==> config.mk <==
export PLATFORM = sky130hd
export DESIGN_NAME = mult_ctrl_flat
export DESIGN_NICKNAME = d
export VERILOG_FILES = /design/src/rtl/mult_ctrl_if.sv /design/src/rtl/mult_ctrl.sv /design/src/flat_wrapper.sv
export SDC_FILE = /design/constraint.sdc
export NUM_CORES = 1
export LEC_CHECK = 0
export BUFFER_PORTS_ARGS = -buffer_cell sky130_fd_sc_hd__buf_2
export CAP_MARGIN = 15
export CORE_AREA = 2 2 39 41
export DETAILED_ROUTE_END_ITERATION = 10
export DIE_AREA = 0 0 41 43
export HOLD_SLACK_MARGIN = 0.03
export SLEW_MARGIN = 10
export SYNTH_ARGS = -nofsm -noshare
export SYNTH_HDL_FRONTEND = slang
export SYNTH_SLANG_ARGS = --single-unit
==> constraint.sdc <==
create_clock -name Clk -period 1.8 [get_ports Clk]
set_input_delay 0.09 -clock Clk [delete_from_list [all_inputs] [get_ports Clk]]
set_output_delay 0.09 -clock Clk [all_outputs]
set_load 0.1 [all_outputs]
==> src/rtl/mult_ctrl_if.sv <==
// mult_ctrl_if: control handshake between the shift-and-add multiplier
// controller (slave) and the requester/accumulator side (master).
// The Abort signal exists only when MULT_CTRL_ABORT_EN is defined.
interface mult_ctrl_if #(
    parameter int CW = 5
);
    logic          Start;
    logic          M;
    logic          Load;
    logic          Sh;
    logic          Ad;
    logic          Done;
    logic          Busy;
    logic [CW-1:0] Count;
`ifdef MULT_CTRL_ABORT_EN
    logic          Abort;

    modport master (output Start, M, Abort, input Load, Sh, Ad, Done, Busy, Count);
    modport slave  (input Start, M, Abort, output Load, Sh, Ad, Done, Busy, Count);
`else
    modport master (output Start, M, input Load, Sh, Ad, Done, Busy, Count);
    modport slave  (input Start, M, output Load, Sh, Ad, Done, Busy, Count);
`endif
endinterface

==> src/rtl/mult_ctrl.sv <==
// mult_ctrl: sequencer for a WIDTH x WIDTH shift-and-add multiplier.
// Issues one Load, then WIDTH shifts interleaved with an add before each
// shift whose multiplier bit (seen on M) is 1. Outputs decode from state.
// Optional feature: define MULT_CTRL_ABORT_EN to add the Abort input, which
// returns a running multiply to IDLE without Done.
module mult_ctrl #(
    parameter int WIDTH = 16,
    parameter int CW    = $clog2(WIDTH + 1)
) (
    input  logic           Clk,
    input  logic           Reset,
    mult_ctrl_if.slave     bus
);

    typedef enum logic [2:0] {
        S_IDLE,
        S_LOAD,
        S_SHIFT,
        S_TEST,
        S_DONE
    } state_t;

    state_t        state_q, state_d;
    logic [CW-1:0] count_q, count_d;
    logic          load, sh, ad, done, busy;
    logic          last_shift;

    // The shift issued while Count is WIDTH-1 is the final one.
    assign last_shift = (count_q == CW'(WIDTH - 1));

    // State and shift counter registers; Reset forces IDLE asynchronously.
    always_ff @(posedge Clk or posedge Reset) begin
        // NOTE: non-blocking assignments here so every flop samples the
        // pre-edge values computed by the combinational block.
        if (Reset) begin
            state_q <= S_IDLE;
            count_q <= '0;
        end else begin
            state_q <= state_d;
            count_q <= count_d;
        end
    end

    // Next-state, counter update and strobe decode from state and M.
    always_comb begin
        // NOTE: every output of this block gets a default first so no path
        // leaves a signal unassigned (which would infer a latch).
        state_d = state_q;
        count_d = count_q;
        load    = 1'b0;
        sh      = 1'b0;
        ad      = 1'b0;
        done    = 1'b0;
        busy    = 1'b0;

        case (state_q)
            S_IDLE: begin
                if (bus.Start) begin
                    state_d = S_LOAD;
                    count_d = '0;
                end
            end
            S_LOAD: begin
                load    = 1'b1;
                busy    = 1'b1;
                state_d = S_SHIFT;
            end
            S_SHIFT: begin
                sh      = 1'b1;
                busy    = 1'b1;
                count_d = count_q + CW'(1);
                state_d = last_shift ? S_DONE : S_TEST;
            end
            S_TEST: begin
                busy = 1'b1;
                if (bus.M) begin
                    // Add first, then the following SHIFT state shifts.
                    ad      = 1'b1;
                    state_d = S_SHIFT;
                end else begin
                    sh      = 1'b1;
                    count_d = count_q + CW'(1);
                    state_d = last_shift ? S_DONE : S_TEST;
                end
            end
            S_DONE: begin
                done = 1'b1;
                if (bus.Start) begin
                    state_d = S_LOAD;
                    count_d = '0;
                end
            end
            default: begin
                state_d = S_IDLE;
                count_d = '0;
            end
        endcase

`ifdef MULT_CTRL_ABORT_EN
        // Abort overrides every transition while a multiply is running.
        if (bus.Abort && busy) begin
            state_d = S_IDLE;
            count_d = '0;
        end
`endif
    end

    assign bus.Load  = load;
    assign bus.Sh    = sh;
    assign bus.Ad    = ad;
    assign bus.Done  = done;
    assign bus.Busy  = busy;
    assign bus.Count = count_q;

endmodule

==> src/flat_wrapper.sv <==
// flat-port wrapper written by rule: the top's interface ports become plain ports
module mult_ctrl_flat 
#(
    parameter int WIDTH = 16,
    parameter int CW    = $clog2(WIDTH + 1)
)
  (Clk, Reset, bus_Start, bus_M, bus_Load, bus_Sh, bus_Ad, bus_Done, bus_Busy, bus_Count);
  mult_ctrl_if #(.CW(CW)) bus_i ();
  input  logic Clk;
  input  logic Reset;
  input wire logic [$bits(bus_i.Start)-1:0] bus_Start;
  input wire logic [$bits(bus_i.M)-1:0] bus_M;
  output wire logic [$bits(bus_i.Load)-1:0] bus_Load;
  output wire logic [$bits(bus_i.Sh)-1:0] bus_Sh;
  output wire logic [$bits(bus_i.Ad)-1:0] bus_Ad;
  output wire logic [$bits(bus_i.Done)-1:0] bus_Done;
  output wire logic [$bits(bus_i.Busy)-1:0] bus_Busy;
  output wire logic [$bits(bus_i.Count)-1:0] bus_Count;
  assign bus_i.Start = bus_Start;
  assign bus_i.M = bus_M;
  assign bus_Load = bus_i.Load;
  assign bus_Sh = bus_i.Sh;
  assign bus_Ad = bus_i.Ad;
  assign bus_Done = bus_i.Done;
  assign bus_Busy = bus_i.Busy;
  assign bus_Count = bus_i.Count;
  mult_ctrl #(.WIDTH(WIDTH), .CW(CW)) u_core (.Clk(Clk), .Reset(Reset), .bus(bus_i));
endmodule
# Word-level counts from Yosys, hierarchy flattened

Index checks and enable logic that the tools add are counted.

Register bits after elaboration: 8
Bits in latches: 0
Bits in writable memories: 0
ROM bits: 0
Word-level logic and storage cells: 29
Memories: 0

Add/sub/neg operators: 1
Multipliers: 0
Div/mod/pow operators: 0
Magnitude comparators: 0
Eq/ne operators: 7
Shift operators: 0
Muxes and demuxes: 14
Bitwise operators: 1
Reduce and logical (&&, ||, !) cells: 4

Operator list:

| operator                                       | count |
|---|---|
| case mux 5 bit (4 select lines)                | 1 |
| case mux 3 bit (4 select lines)                | 1 |
| 2-to-1 mux 5 bit                               | 2 |
| 2-to-1 mux 3 bit                               | 3 |
| == test 3 x 2 -> 1 bit (second input constant) | 2 |
| 2-to-1 mux 1 bit                               | 6 |
| adder 5 x 1 -> 5 bit (second input constant)   | 1 |
| == test 5 x 4 -> 1 bit (second input constant) | 1 |
| == test 3 x 1 -> 1 bit (second input constant) | 1 |
| == test 3 bit (second input constant)          | 1 |
| zero test 3 bit                                | 1 |
| AND reduction 3 bit                            | 1 |
| OR reduction 3 bit                             | 1 |
| != test 2 x 1 -> 1 bit (second input constant) | 1 |
| != test 2 bit (second input constant)          | 1 |
| case mux 1 bit (2 select lines)                | 1 |
| OR reduction 2 bit                             | 1 |
| inverter 1 bit                                 | 1 |

# Longest topological paths before layout

Word-level depth: 4
Depth in mapped cells: 6
Mapped depth without buffers: 6

# Worst setup path after synthesis

No wires, ideal clock.

Kind: register -> output
From: reg u_core.state_q[0]
To: out bus_Load
Data arrival time: 2.669 ns
Slack: -0.959 ns
Cell stages (with the launch flop): 2
Buffers on the path: 0
Path through: dfrtp_1 > nor3b_1

Cells in the longest elaborated chain, start to end: 2

RTL lines:

| item                     | line               | text |
|---|---|---|
| start: declaration       | mult_ctrl.sv:23    | `state_t state_q, state_d;` |
| start signal: assignment | mult_ctrl.sv:39    | `state_q <= state_d;` |
| == test 3 x 1 -> 1 bit   | mult_ctrl.sv:56    | `case (state_q)` |
| 2-to-1 mux 1 bit         | mult_ctrl.sv:56    |  |
| end: declaration         | flat_wrapper.sv:13 | `output wire logic [$bits(bus_i.Load)-1:0] bus_Load;` |

Every way passes these cells.

# Final worst setup path

From: reg u_core.state_q[1]
To: out bus_Sh

Cells in the longest elaborated chain, start to end: 2

RTL lines:

| item                              | line               | text |
|---|---|---|
| == test 3 x 2 -> 1 bit            | mult_ctrl.sv:56    |  |
| case mux 1 bit (2 select lines) * | mult_ctrl.sv:56    |  |
| end: declaration                  | flat_wrapper.sv:14 | `output wire logic [$bits(bus_i.Sh)-1:0] bus_Sh;` |

Mark *: on every way between the ends. The rest lies on a longest branch, timed or not.

==> run_results.csv <==
group,metric,value,unit
cts,cts_buffer_depth,2,
cts,cts_tree,"built",
synthesis,seq_area_frac_synth,43.6,%
synthesis,synth_fa_ha_area_share,8.17,%
drt,wl_per_cell,10.4,microns
timing,relSlewSlack,65.0,%
timing,clock_skew,2.60,ps
timing,setup_violations,0,
drt,antenna_left,0,
grt,grt_pass1_wl,1.64,mm
timing,hold_viol,0,
synthesis,synth_compound_area_share,15.3,%
synthesis,synthTopCellsByArea,"dfrtp_1 44%, ha_1 8.2%, nand2_1 7.4%",
timing,drv_slew,0,
finish,drive_above_1_share,31.4,%
cts,htreeDepth,1,
synthesis,synth_top_area_share,43.6,%
placement,port_buffers,13,
cts,cts_buffers,3,
synthesis,syn-cell-area,459,sq um
finish,syn_to_final_growth,29.7,%
flow_run,cap_violations,0,
grt,groute.usage.overall,13.7,%
placement,place_hpwl,716,microns
synthesis,synth.largest_area_cell,"dfrtp_1",
drt,drtIter0Drc,2,
synthesis,synth-simple-area-share,29.7,%
floorplanning,die_area,0.00176,sq mm
cts,cts_sinks,8,
worst_setup_path,crit_required,1710,ps
floorplanning,io_pins,14,
finish,antennaDiodeCount,0,
drt,wirelength,896,microns
worst_setup_path,worstPathArrival,1560,ps
grt,grt_overflow,0,
finish,fill_cells,144,
synthesis,yosys_warnings,0,
cts,clock_latency,250,ps
synthesis,syn_inst,52,
floorplanning,core,0.00138,sq mm
timing,setup-tns-final,0,ps
synthesis,synth_fp_nets,59,
floorplanning,start_util,33.2,%
drt,vias,416,
timing,tightest_slew,526,ps
worst_setup_path,cp-end-kind,"primary output",
finish,nets,78,
synthesis,synth_cell_type_count,20,
floorplanning,fp.dieW,41,microns
grt,antenna_found_initial,0,
cts,path_clk_slew,60,ps
grt,first_global_vias,404,
timing,fmax,0.605,GHz
worst_setup_path,worstPathMaxFanout,8,
synthesis,synthXorXnorAreaFrac,0,%
drt,avgViaCountPerCell,4.84,
hold_path,min_path_type,"primary input to flop",
timing,post-route-period-util,91.8,%
placement,gp_congestion,0.743,
worst_setup_path,cp-start-kind,"flop",
cts,cts_root_buf,"clkbuf_4",
floorplanning,die_h,43,microns
synthesis,ys_ff_latch,8,
synthesis,syn_avg_cell_area,8.83,sq um
outcome,status,"finished clean",
synthesis,synth_top_family_by_area,"simple AND/OR/NAND/NOR gates",
floorplanning,rows,14,
timing,rsz0062_at_grt,"no",
worst_setup_path,crit_type,"flop to primary output",
drt,route.detailed.drc,0,
grt,grt_max_degree,9,
timing,fin_crit,1650,ps
drt,firstDrtPassIters,2,
synthesis,synthMuxAreaShare,0,%
==> metrics by stage <==
stage | instance area (sq um) | utilization, % | std cells | hold WS (ps) | setup WS (ps)
CTS | 593 | 42.9 | 86 | 98.3 | 43.9
finish | 596 | 43.0 | 86 | 105 | 147
floorplan | 472 | - | 52 | -94.5 | 36.6
global route | 596 | 43.0 | 86 | 142 | 27.2
global placement | 557 | 40.2 | 81 | 52.0 | 330
detailed placement | 557 | 40.2 | 81 | 56.4 | 331
==> timing repair <==
item	in CTS	in global routing
hold buffers	1	0
hold endpoints to repair	8	0
setup buffers	0	0
endpoints found under the setup margin	0	1
gates resized for setup	0	1
==> worst paths after layout <==
check / from / end / slack (ps) / cells after the start
setup reg to reg: u_core.bus.Count[0] / u_core.state_q[1] / 320 / 6
max in group asynchronous: Reset / u_core.bus.Count[0] / 1230 / 3
hold reg to reg: u_core.bus.Count[4] / u_core.bus.Count[4] / 500 / 2
min in group asynchronous: Reset / u_core.state_q[0] / 320 / 3
hold / removal: bus_Start / u_core.state_q[0] / 110 / 3
setup / recovery: u_core.state_q[1] / bus_Sh / 150 / 4
==> per-layer routing <==
layer,global-route usage (%),part of all wire [%],vias up
li1,-,-,215
met1,18.5,48,192
met2,20.0,47,9
met3,1.57,5.5,0
met4,8.00,0,0
met5,0,0,-
==> worst max-delay path: stages (launching register included) <==
cell      delay, ps
dfrtp_1         470
nor2b_1         270
nand2_1         150
inv_1            90
clkbuf_4        320
==> cell type report <==
cell class	instances	area [sq um]	area share (%)
clock buffers	4	26.3	4.41
inverters	4	15.0	2.52
multi-input cells	40	254	42.6
flip-flops and latches	8	203	34.0
well taps	16	20.0	3.36
repair buffers	14	77.6	13.0
==> layout by cell type, fill, tap and decap left out <==
master and count:
nand2b_1 1, a21oi_1 3, and2b_1 1, or2b_1 1, nor2b_1 1, nor3b_2 1
and3_1 1, nor2_1 3, nand3_1 1, o22ai_1 1, or3_1 1, inv_1 4
dfrtp_1 6, o21ai_0 5, and2_1 1, ha_1 3, clkbuf_4 4, dfrtp_2 2
o31ai_1 1, dlygate4sd3_1 1, or4b_1 1, nor3b_1 2, o32ai_2 1, nor2_2 2
buf_2 12, nand2_1 9, clkbuf_1 1
==> sequential cells by signal (all words and copies together) (netlist names) <==
| register | count |
|---|---|
| u_core.state_q | 3 |
| u_core.bus.Count | 5 |
==> cells in the mapped netlist <==
cell,instances
nor3b_1,3
o32ai_2,1
nor2b_1,1
and2_1,1
nand2_1,9
and2b_1,1
o22ai_1,1
or2b_1,1
nand3_1,1
o31ai_1,1
nand2b_1,1
or4b_1,1
o21ai_0,5
and3_1,1
dfrtp_1,8
or3_1,1
inv_1,4
ha_1,3
a21oi_1,3
nor2_1,5
==> kinds of logic (layout without fill, tap and decap cells) <==
logic type,after synthesis,count (layout)
AO/OA/AOI/OAI,11,11
AND/OR/NAND/NOR,26,26
adder cells (fa/ha/maj),3,3
flip-flops,8,8
buffers and inverters,4,22
Power is left out: the tool's default activity adds up to more than one toggle a clock period on the data nets, which glitch-free logic cannot reach.
